File: src/rtl/muldiv_pkg.sv
// Shared types and constants for the iterative multiply/divide controller.
// Optional multiply early-out is selected with MULDIV_EARLY_OUT_EN.
package muldiv_pkg;

  localparam int N = 32;
  localparam int CNT_W = $clog2(N);
  localparam logic [CNT_W-1:0] CNT_LAST = CNT_W'(N - 1);

  typedef enum logic [1:0] {
    MULT  = 2'b00,
    MULTU = 2'b01,
    DIV   = 2'b10,
    DIVU  = 2'b11
  } op_e;

  typedef enum logic [1:0] {
    IDLE = 2'b00,
    RUN  = 2'b01,
    FIX  = 2'b10
  } state_e;

  localparam logic [1:0] MF_NONE = 2'b00;
  localparam logic [1:0] MF_HI   = 2'b01;
  localparam logic [1:0] MF_LO   = 2'b10;
  localparam logic [1:0] MT_NONE = 2'b00;
  localparam logic [1:0] MT_HI   = 2'b01;
  localparam logic [1:0] MT_LO   = 2'b10;

  // Index of the highest set bit, 0 for a zero input.
  function automatic logic [CNT_W-1:0] msb_idx(input logic [N-1:0] v);
    msb_idx = '0;
    for (int i = 0; i < N; i++)
      if (v[i]) msb_idx = CNT_W'(i);
  endfunction

endpackage

File: src/rtl/md_step_core.sv
// One iteration of shift-add multiply (LSB first) or restoring divide on
// unsigned magnitudes; purely combinational.
module md_step_core
  import muldiv_pkg::*;
(
  input  logic         div_mode,
  input  logic [N-1:0] acc,
  input  logic [N-1:0] q,
  input  logic [N-1:0] operand,
  output logic [N-1:0] acc_nxt,
  output logic [N-1:0] q_nxt
);

  logic [N:0]   sum;
  logic [N:0]   shifted;
  logic [N-1:0] diff;
  logic         ge;

  always_comb begin
    sum     = {1'b0, acc} + (q[0] ? {1'b0, operand} : {(N+1){1'b0}});
    shifted = {acc, q[N-1]};
    ge      = shifted >= {1'b0, operand};
    // when ge holds the true difference is below 2^N, so N bits suffice
    diff    = shifted[N-1:0] - operand;
    if (div_mode) begin
      acc_nxt = ge ? diff : shifted[N-1:0];
      q_nxt   = {q[N-2:0], ge};
    end else begin
      acc_nxt = sum[N:1];
      q_nxt   = {sum[0], q[N-1:1]};
    end
  end

endmodule

File: src/rtl/muldiv_ctrl.sv
// Iterative MULT/MULTU/DIV/DIVU controller owning HI/LO for the E stage.
// Define MULDIV_EARLY_OUT_EN to end multiplies after the top multiplier bit.
module muldiv_ctrl
  import muldiv_pkg::*;
(
  input  logic         clk,
  input  logic         reset,
  input  logic         start_E,
  input  logic [1:0]   op_E,
  input  logic [N-1:0] srcA_E,
  input  logic [N-1:0] srcB_E,
  input  logic [1:0]   mf_E,
  input  logic [1:0]   mt_E,
  input  logic         flush_E,
  output logic         busy,
  output logic         stall_md,
  output logic [N-1:0] hilo_out_E,
  output logic         div_by_zero
);

  state_e           state, state_nxt;
  logic [CNT_W-1:0] cnt, last, mul_last;
  logic [N-1:0]     acc, q, dvs, acc_nxt, q_nxt;
  logic [N-1:0]     hi, lo, hi_res, lo_res, a_mag, b_mag, quot, rem;
  logic [2*N-1:0]   prod, prod_s;
  op_e              op_r;
  logic             neg_res, neg_a, is_div_r, accept, a_neg, b_neg;

  assign is_div_r = (op_r == DIV) || (op_r == DIVU);
  assign accept   = (state == IDLE) & start_E & ~flush_E;
  assign a_neg    = ~op_E[0] & srcA_E[N-1];
  assign b_neg    = ~op_E[0] & srcB_E[N-1];
  assign a_mag    = a_neg ? -srcA_E : srcA_E;
  assign b_mag    = b_neg ? -srcB_E : srcB_E;

`ifdef MULDIV_EARLY_OUT_EN
  assign mul_last = msb_idx(b_mag);
`else
  assign mul_last = CNT_LAST;
`endif

  md_step_core u_step (
    .div_mode (is_div_r),
    .acc      (acc),
    .q        (q),
    .operand  (dvs),
    .acc_nxt  (acc_nxt),
    .q_nxt    (q_nxt)
  );

  always_comb begin
    state_nxt = state;
    case (state)
      IDLE:    if (accept) state_nxt = RUN;
      RUN:     if (cnt == last) state_nxt = FIX;
      FIX:     state_nxt = IDLE;
      default: state_nxt = IDLE;
    endcase
  end

  // Sign correction and result selection for the FIX cycle.
  always_comb begin
    prod = {acc, q};
`ifdef MULDIV_EARLY_OUT_EN
    // an early stop leaves the product shifted left by the skipped steps
    prod = prod >> (CNT_LAST - cnt);
`endif
    prod_s = neg_res ? -prod : prod;
    quot   = neg_res ? -q : q;
    rem    = neg_a ? -acc : acc;
    if (is_div_r) begin
      hi_res = rem;
      lo_res = (dvs == '0) ? '1 : quot;
    end else begin
      hi_res = prod_s[2*N-1:N];
      lo_res = prod_s[N-1:0];
    end
  end

  always_ff @(posedge clk) begin
    if (reset) begin
      state   <= IDLE;
      cnt     <= '0;
      last    <= '0;
      acc     <= '0;
      q       <= '0;
      dvs     <= '0;
      op_r    <= MULT;
      neg_res <= 1'b0;
      neg_a   <= 1'b0;
      hi      <= '0;
      lo      <= '0;
    end else begin
      state <= state_nxt;
      case (state)
        IDLE: begin
          if (accept) begin
            cnt     <= '0;
            acc     <= '0;
            q       <= op_E[1] ? a_mag : b_mag;
            dvs     <= op_E[1] ? b_mag : a_mag;
            op_r    <= op_e'(op_E);
            neg_res <= a_neg ^ b_neg;
            neg_a   <= a_neg;
            last    <= op_E[1] ? CNT_LAST : mul_last;
          end else if (~flush_E & ~start_E) begin
            if (mt_E == MT_HI) hi <= srcA_E;
            if (mt_E == MT_LO) lo <= srcA_E;
          end
        end
        RUN: begin
          acc <= acc_nxt;
          q   <= q_nxt;
          if (cnt != last) cnt <= cnt + CNT_W'(1);
        end
        FIX: begin
          hi <= hi_res;
          lo <= lo_res;
        end
        default: ;
      endcase
    end
  end

  assign busy        = (state != IDLE);
  assign stall_md    = busy & (start_E | (mf_E != MF_NONE) | (mt_E != MT_NONE)) & ~flush_E;
  assign div_by_zero = (state == FIX) & is_div_r & (dvs == '0);
  assign hilo_out_E  = (mf_E == MF_HI) ? hi : (mf_E == MF_LO) ? lo : '0;

endmodule

File: config.mk
export PLATFORM = sky130hd
export DESIGN_NAME = muldiv_ctrl
export DESIGN_NICKNAME = d
export VERILOG_FILES = /design/src/rtl/muldiv_pkg.sv /design/src/rtl/md_step_core.sv /design/src/rtl/muldiv_ctrl.sv
export SDC_FILE = /design/constraint.sdc
export NUM_CORES = 1
export LEC_CHECK = 0
export CORE_MARGIN = 4
export CORE_UTILIZATION = 45
export CTS_CLUSTER_SIZE = 25
export DETAILED_ROUTE_END_ITERATION = 8
export PLACE_DENSITY = 0.6
export SLEW_MARGIN = 40
export SYNTH_ARGS = -nofsm -noshare
export SYNTH_HDL_FRONTEND = slang
export SYNTH_HIERARCHICAL = 1
export SYNTH_SLANG_ARGS = --single-unit
File: constraint.sdc
create_clock -name clk -period 3.7 [get_ports clk]
set_clock_uncertainty 0.1 [all_clocks]
set_input_delay 0.37 -clock clk [delete_from_list [all_inputs] [get_ports clk]]
set_output_delay 0.37 -clock clk [all_outputs]
set_load 0.05 [all_outputs]
After elaboration in Yosys (flattened, before gate mapping)

Index checks and enable logic that the tools add are counted.

Register bits after elaboration: 172

Add/sub/neg operators: 8
$lt $le $gt $ge: 1
Eq/ne operators: 17
Muxes and demuxes: 34
Bitwise gates (word level): 15
Reduce and logical (&&, ||, !) cells: 14

Operators with widths:

| operator              | number |
|---|---|
| $mux W32              | 23 |
| $pmux W32 S2          | 4 |
| $neg A32 Y32          | 4 |
| $mux W64              | 1 |
| $neg A64 Y64          | 1 |
| $add A32 B33 Y33      | 1 |
| $ge A33 B32 Y1        | 1 |
| $logic_not A32 Y1     | 1 |
| $sub A32 B32 Y32      | 1 |
| $eq A2 B2 Y1 const B  | 5 |
| $mux W5               | 2 |
| $pmux W5 S2           | 1 |
| $reduce_bool A2 Y1    | 5 |
| $and A1 B1 Y1         | 9 |
| $ne A2 B2 Y1 const B  | 4 |
| $reduce_and A4 Y1     | 2 |
| $eq A2 B1 Y1 const B  | 3 |
| $ne A2 B1 Y1 const B  | 3 |
| $reduce_and A2 Y1     | 3 |
| $add A5 B1 Y5 const B | 1 |
| $eq A5 B5 Y1          | 1 |
| $ne A5 B5 Y1          | 1 |
| $mux W2               | 2 |
| $pmux W2 S2           | 1 |
| 6 further kinds       | 9 |

Depth between registers and ports, before layout

Gate-level depths: netlist (run 1).

Depth in word-level cells: 6
Depth in mapped cells: 15

By module

The synthesis (run 1) kept the hierarchy.

By module, submodules not included:

| module       | times used | cells each | area each (um^2) | sequential area each (um^2) |
|---|---|---|---|---|
| muldiv_ctrl  | 1          | 1403       | 10959.3          | 3423.3 |
| md_step_core | 1          | 700        | 4919.7           | 0.0 |

Worst setup path after synthesis (run 1)

Ideal clock, no wire load.

Path type: register to register
Start point: reg q[0]
End point: reg acc[29]
Setup time: 0.117 ns
Data arrival time: 2.951 ns
Path slack: 0.532 ns
Cell stages (with the launch flop): 15
Buffers on the path: 1
Clock period less this slack: 3.168 ns
Path through: dfxtp_1 > clkbuf_1 > and2_1 > ha_1 > fa_1 > and3_1 > o31a_1 > o21ai_2 > o311a_1 > a211oi_4 > a31o_4 > a31oi_1 > xor2_1 > mux2i_1 > a22o_1

Word-level cells in the longest chain between the ends: 4

RTL lines:

| element                  | RTL line           | text |
|---|---|---|
| start: declaration       | muldiv_ctrl.sv:23  | `logic [N-1:0] acc, q, dvs, acc_nxt, q_nxt;` |
| start signal: assignment | muldiv_ctrl.sv:100 | `q <= op_E[1] ? a_mag : b_mag;` |
| start signal: assignment | muldiv_ctrl.sv:113 | `q <= q_nxt;` |
| $mux W32                 | md_step_core.sv:20 | `sum = {1'b0, acc} + (q[0] ? {1'b0, operand} : {(N+1){1'b0}});` |
| $add A32 B33 Y33         | md_step_core.sv:20 |  |
| $mux W32                 | md_step_core.sv:25 | `if (div_mode) begin` |
| named net acc_nxt[29]    | muldiv_ctrl.sv:23  |  |
| $pmux W32 S2             | muldiv_ctrl.sv:95  | `case (state)` |
| end signal: assignment   | muldiv_ctrl.sv:112 | `acc <= acc_nxt;` |
| end: declaration         | muldiv_ctrl.sv:23  |  |

The timed path passes the listed nets, and every way through them passes these cells.
A chain may end at the register's enable or synchronous reset.

Worst setup path in the final report (run 1)

Start point: reg q[0]
End point: reg acc[24]

Same word-level chain as after synthesis.

==> results.py, run 1 <==
metrics = {
    "outcome": {
        "status": "completed",
    },
    "clock_tree": {
        "clkSlewWorstSetupHoldPaths_ns": 0.08,
        "cts_hold_repair.buffers": 0,
        "numClockSinks": 171,
        "cts_buffer_depth": 2,
        "numCtsBuffers": 17,
        "htree_levels": 4,
        "clock_tree_from_tritoncts": "yes",
        "clock-root-buffer": "clkbuf_16",
        "clock_insertion_delay_worst_skew_ns": 0.46,
    },
    "die": {
        "rows": 68,
        "die-height_um": 196,
        "die_x_um": 196,
        "placeableCoreArea_mm2": 0.0347,
        "die_area_mm2": 0.0384,
        "floorplan.initialDensity_pct": 45.7,
        "boundaryPins": 109,
    },
    "pwr": {
        "power.static_leakage_nw": 7.73,
        "power.density_mw_per_mm2": 325,
        "ir_worst_vdd_mv": 0.348,
    },
    "cells_and_area": {
        "post_layout_nonfiller_instances": 2720,
        "drive_above_1_share_pct": 13.3,
        "antennaDiodeCount": 0,
        "syn_to_final_growth_pct": 18.8,
        "post-route-cell-area_mm2": 0.0189,
        "fin_nets": 2397,
    },
    "global_routing": {
        "grt_start_max_net_pins": 78,
        "grt_usage_pct": 33.6,
        "antenna_found_initial": 0,
        "grt_pass1_vias": 16443,
        "grt_pass1_wl_um": 101000,
        "total_congestion_overflow_after_global_routing": 0,
    },
    "synth": {
        "post_synth_instance_area_mm2": 0.0159,
        "synth_area_per_cell_um2": 7.55,
        "postSynthNetCount": 2248,
        "post_synth_inst_count": 2103,
        "yosys_warnings": 6,
        "distinct_cell_type_count_of_the_synthesized_netlist": 96,
        "ys_async_rst_share_pct": 0,
        "synth_edf_count": 0,
        "postSynthRegisterBits": 171,
        "synth-seq-area-share_pct": 21.6,
        "ys.flop_type": "dfxtp_1",
    },
    "sta": {
        "setup_tns_ns": 0,
        "max_clock_freq_mhz": 284,
        "final.period_utilization_pct": 95.3,
        "final_period_minus_worst_setup_slack_ns": 3.53,
        "rsz0062_at_grt": "no",
        "worst_pin_slew_ns": 0.805,
        "finalSetupViolations": 0,
        "remaining_max_slew_budget_at_the_tightest_pin_pct": 46.1,
        "report.final.hold_viol_count": 0,
        "report.final.slew_viol_count": 0,
    },
    "placement": {
        "i_o_buffers": 108,
        "postPlaceCellArea_mm2": 0.0182,
        "gpl.final_weighted_congestion": 0.982,
        "detailed_place_hpwl_um": 53000,
        "dpl.cell_count": 2688,
    },
    "min_path": {
        "hold_depth": 2,
        "whs_endpoint": "cnt[0]",
        "worstHoldPathType": "in2reg",
        "holdCritStartpoint": "reset",
    },
    "critical_path": {
        "setup.worst_path.start_class": "flop",
        "worstPathArrival_ns": 3.78,
        "critical_path_class": "reg2reg",
        "r2r_path_end": "acc[24]",
        "reg2reg_slack_ns": 0.17,
        "crit_path_end_kind": "flop",
        "regToRegStartpoint": "q[0]",
        "critPathRequiredTime_ns": 3.96,
        "worst-path-max-fanout": 13,
        "ff2ff_path_depth": 14,
    },
    "drt": {
        "wirelength_um": 68100,
        "dr_total_vias": 17907,
        "violation_count_after_the_first_detailed_route_iteration": 1916,
        "ant_nets": 0,
        "drc": 0,
        "drt-pass1-iter-count": 9,
        "post_drt_wl_per_cell_um": 25.0,
        "vias_per_cell": 6.58,
    },
    "flow_run": {
        "max_cap_violations": 0,
    },
}
[cell usage in the layout, fill, tap and decap left out, types with 44 or more instances in the layout]
cell type,count
nor2_1,192
o21ai_0,99
xnor2_1,85
dfxtp_1,170
xor2_1,83
nand3_1,44
inv_1,58
clkdlybuf4s50_1,106
a21oi_1,184
nor3_1,50
nand2_1,143
ha_1,69
a22o_1,67
buf_4,169
[layout make-up]
| type | count | area [um2] |
|---|---|---|
| well taps | 455 | 569 |
| flip-flops and latches | 171 | 3430 |
| inverters | 59 | 221 |
| fillers | 3429 | 15900 |
| clock inverters | 14 | 168 |
| clock buffers | 18 | 439 |
| repair buffers | 276 | 2340 |
| multi-input cells | 1727 | 11700 |
[metrics by stage]
step | util, % | power [W] | hold WS [ns] | worst slack [ns]
after floorplan | - | 0.00339 | 0.321 | 0.532
after global placement | 52.5 | 0.00417 | 0.342 | 0.0710
after detailed placement | 52.6 | 0.00418 | 0.360 | 0.0711
after CTS | 54.3 | 0.00609 | 0.347 | 0.248
after global routing | 54.3 | 0.00636 | 0.390 | 0.0141
final | 54.3 | 0.00613 | 0.366 | 0.174
[worst max-delay path, cell delays in order, from the launching register on]
cell and delay [ns]:
dfxtp_1 0.52, buf_4 0.23, and2_1 0.14, ha_1 0.24
a21oi_1 0.25, o21bai_1 0.10, a21o_1 0.21, a2111oi_1 0.57
nor2_1 0.11, a211oi_2 0.24, buf_4 0.16, o21ai_0 0.11
xnor2_1 0.15, mux2i_1 0.09, a22o_1 0.21
[cell families after synthesis]
group	share of synthesized area [%]
simple gates	22.4
compound gates	31.1
fa+ha+maj	5.69
buf+inv	5.15
mux	4.87
xor+xnor	9.27
flops	21.6
[sequential cells by signal, indices dropped and copies added, names as in the netlist, 2 cells and up]
name	cells
acc	32
dvs	32
hi	32
lo	32
q	32
cnt	5
state	2
[cell usage after synthesis, types with 10 or more instances]
| cell | n | area share (%) |
|---|---|---|
| nor4_1 | 43 | 1.7 |
| a22o_1 | 67 | 3.7 |
| clkbuf_1 | 121 | 2.9 |
| o21ai_0 | 100 | 3.2 |
| nor2_1 | 197 | 4.7 |
| a211oi_1 | 21 | 0.99 |
| mux2_2 | 34 | 2.4 |
| nor2b_1 | 16 | 0.63 |
| and3_1 | 22 | 0.87 |
| or2_2 | 16 | 0.63 |
| inv_1 | 58 | 1.4 |
| and2_1 | 41 | 1.6 |
| o22ai_1 | 39 | 1.5 |
| xnor2_1 | 85 | 4.7 |
| o221ai_1 | 13 | 0.72 |
| o21a_1 | 17 | 0.80 |
| o41ai_1 | 18 | 0.99 |
| nand3_1 | 44 | 1.4 |
| dfxtp_1 | 171 | 22 |
| ha_1 | 69 | 5.4 |
| or3_1 | 25 | 0.98 |
| nand2b_1 | 13 | 0.51 |
| a211o_1 | 10 | 0.55 |
| a21o_1 | 36 | 1.7 |
| o31ai_1 | 26 | 1.2 |
| or4_1 | 27 | 1.3 |
| mux2i_1 | 39 | 2.5 |
| o211ai_1 | 19 | 0.90 |
| a22oi_1 | 30 | 1.4 |
| a21oi_1 | 184 | 5.8 |
| nand4_1 | 28 | 1.1 |
| a31oi_1 | 29 | 1.1 |
| nand2_1 | 143 | 3.4 |
| nor3_1 | 51 | 1.6 |
| xor2_1 | 83 | 4.6 |
[power by group]
part           switching (W)  internal (W)  leakage (nW)
Sequential         0.0000983       0.00193          1.39
Combinational        0.00135      0.000835          6.04
Clock               0.000934      0.000989         0.296
[worst max path at each step]
stage                   end       from  slack (ns)  depth (start not counted)
floorplan           acc[29]       q[0]        0.53                         14
global placement      q[20]  srcB_E[1]        0.07                          9
detailed placement    q[20]  srcB_E[1]        0.07                          9
CTS                 acc[11]       q[0]        0.25                         13
global route        acc[30]       q[0]        0.01                         12
finish              acc[24]       q[0]        0.17                         14
[routing by layer]
layer / up-vias / track usage, % / routed length (um)
met5: - / 0 / 0
met4: 0 / 11.2 / 2210
met3: 132 / 6.53 / 6650
met2: 998 / 50.6 / 29200
met1: 8581 / 48.2 / 29900
li1: 8196 / - / -
[repair_timing]
action                     in CTS  in global routing
buffers inserted                0                  0
setup endpoints to repair       0                  1
resized for setup               0                  1
No activity file was read; power rests on OpenSTA's default activity.
==> run 2, diff against run 1 <==
--- a/config.mk
+++ b/config.mk
@@ -5,6 +5,7 @@
 export SDC_FILE = /design/constraint.sdc
 export NUM_CORES = 1
 export LEC_CHECK = 0
+export CORE_ASPECT_RATIO = 0.8
 export CORE_MARGIN = 4
 export CORE_UTILIZATION = 45
 export CTS_CLUSTER_SIZE = 25
==> results.py, run 2 (synthesis gave the netlist of run 1 again) <==
metrics = {
    "drt": {
        "vias_per_cell": 6.58,
        "violation_count_after_the_first_detailed_route_iteration": 2495,
        "wirelength_um": 69800,
        "ant_nets": 0,
        "post_drt_wl_per_cell_um": 25.6,
        "drc": 0,
        "dr_total_vias": 17939,
        "drt-pass1-iter-count": 8,
    },
    "die": {
        "placeableCoreArea_mm2": 0.0348,
        "die_area_mm2": 0.0384,
        "die_x_um": 218,
        "die-height_um": 176,
        "rows": 61,
        "floorplan.initialDensity_pct": 45.6,
        "boundaryPins": 109,
    },
    "critical_path": {
        "setup.worst_path.start_class": "flop",
        "cp_slowest_cell": "dfxtp_1",
        "path_delay_family": "compound AO/OA/AOI/OAI gates",
        "regToRegStartpoint": "q[0]",
        "worstPathBufferInverterCount": 0,
        "worst-path-max-fanout": 11,
        "crit_path_cell_trace": "and2_1, ha_1, fa_1, and3_1, o31a_1, o21ai_2, o311a_1, a211oi_4, a31o_4, a31oi_4, o211a_1, a21oi_2, nand2_1, a21oi_1",
        "crit_path_max_incr_delay_ns": 0.48,
        "ff2ff_path_depth": 14,
        "critical_path_class": "reg2reg",
        "r2r_path_end": "acc[31]",
        "crit_path_end_kind": "flop",
        "critPathRequiredTime_ns": 3.99,
        "reg2reg_slack_ns": 0.06,
        "worstPathArrival_ns": 3.92,
    },
    "global_routing": {
        "grt_pass1_vias": 16157,
        "grt_start_max_net_pins": 86,
        "total_congestion_overflow_after_global_routing": 0,
        "grt_pass1_wl_um": 103000,
        "grt_usage_pct": 35.0,
        "antenna_found_initial": 0,
    },
    "clock_tree": {
        "numClockSinks": 171,
        "clock_insertion_delay_worst_skew_ns": 0.47,
        "clock_tree_from_tritoncts": "yes",
        "numCtsBuffers": 17,
        "cts_buffer_depth": 2,
        "htree_levels": 4,
        "clkSlewWorstSetupHoldPaths_ns": 0.08,
        "clock-root-buffer": "clkbuf_16",
    },
    "sta": {
        "report.final.slew_viol_count": 0,
        "max_clock_freq_mhz": 275,
        "setup_tns_ns": 0,
        "finalSetupViolations": 0,
        "final_critical_path_setup_slack_ns": 0.0646,
        "final_period_minus_worst_setup_slack_ns": 3.64,
        "final.period_utilization_pct": 98.3,
        "report.final.hold_viol_count": 0,
        "remaining_max_slew_budget_at_the_tightest_pin_pct": 44.7,
        "worst_pin_slew_ns": 0.829,
        "rsz0062_at_grt": "no",
    },
    "placement": {
        "gpl.final_weighted_congestion": 0.979,
        "i_o_buffers": 108,
        "dp_worst_setup_slack_ns": 0.123,
        "postPlaceCellArea_mm2": 0.0182,
        "dpl.cell_count": 2694,
        "detailed_place_hpwl_um": 54200,
    },
    "min_path": {
        "hold_depth": 2,
        "holdCritStartpoint": "reset",
        "whs_endpoint": "cnt[0]",
        "worstHoldPathType": "in2reg",
    },
    "pwr": {
        "power.static_leakage_nw": 7.69,
        "p_sw_share_pct": 38.0,
        "netSwitchingPower_w": 0.00237,
        "p_int_w": 0.00386,
        "power.sequential.fraction_pct": 32.8,
        "power.density_mw_per_mm2": 331,
        "power.clock.fraction_pct": 31.9,
        "ir_worst_vdd_mv": 0.249,
        "pwr-share-comb_pct": 35.2,
    },
    "flow_run": {
        "max_cap_violations": 0,
    },
    "cells_and_area": {
        "layout_commonest_cell": "nor2_1",
        "antennaDiodeCount": 0,
        "drive_above_1_share_pct": 12.8,
        "post-route-cell-area_mm2": 0.0188,
        "syn_to_final_growth_pct": 18.6,
        "layout_common_cells": "nor2_1 (192), a21oi_1 (184), dfxtp_1 (170)",
        "fin_nets": 2386,
        "post_layout_nonfiller_instances": 2726,
    },
    "outcome": {
        "status": "completed",
    },
}
==> run 2: cell count changes in the layout (fill, tap and decap cells not counted), sizes merged <==
cell / before / now
bufinv: 1 / 3
dlymetal6s2s: 0 / 1
clkdlybuf4s50: 106 / 105
buf: 170 / 159
clkinvlp: 1 / 6
inv: 68 / 63
clkinv: 3 / 1
==> run 2: timing repair <==
| item | 4_1_cts | 5_1_grt |
|---|---|---|
| buffers inserted | 0 | 0 |
| endpoints found under the setup margin | 0 | 6 |
| hold buffers | 0 | 0 |
| gates resized for setup | 0 | 3 |
==> run 2: metal layers <==
metal | track usage [%] | wire (um) | up-vias | share of wire [%]
met4 | 8.69 | 1570 | 0 | 2.3
met5 | 0 | 0 | - | 0
li1 | - | - | 8182 | -
met3 | 8.04 | 7500 | 92 | 11
met2 | 47.7 | 27600 | 970 | 40
met1 | 54.7 | 33100 | 8695 | 47
==> run 2: cell type report <==
cell class | count | area (um2)
fill | 3445 | 16000
multi-input combinational | 1727 | 11700
sequential | 171 | 3430
timing repair buffer | 265 | 2290
tap | 472 | 591
clock buffer | 18 | 439
inverter | 59 | 221
clock inverter | 14 | 181
==> run 2: worst max-delay path by stage <==
| stage | slack (ns) | to | cells after the start | from |
|---|---|---|---|---|
| floorplan | 0.53 | acc[29] | 14 | q[0] |
| global route | 0.02 | acc[30] | 15 | q[0] |
| CTS | 0.06 | div_by_zero | 6 | dvs[3] |
| detailed placement | 0.12 | q[20] | 9 | srcB_E[1] |
| finish | 0.06 | acc[31] | 14 | q[0] |
| global placement | 0.13 | q[20] | 9 | srcB_E[1] |
==> run 2: power groups by stage <==
stage	sequential (W)	clock, W	combinational (W)
floorplan	0.00204	0	0.00134
global placement	0.00208	0	0.00210
detailed placement	0.00208	0	0.00211
CTS	0.00204	0.00200	0.00212
global route	0.00205	0.00206	0.00232
finish	0.00204	0.00199	0.00219
==> run 2: metrics by stage <==
step / total power [W] / util [%] / hold WS (ns)
finish: 0.00623 / 54.1 / 0.237
global placement: 0.00418 / 52.2 / 0.348
CTS: 0.00616 / 54.1 / 0.201
detailed placement: 0.00419 / 52.3 / 0.356
floorplan: 0.00339 / - / 0.321
global route: 0.00643 / 54.1 / 0.236
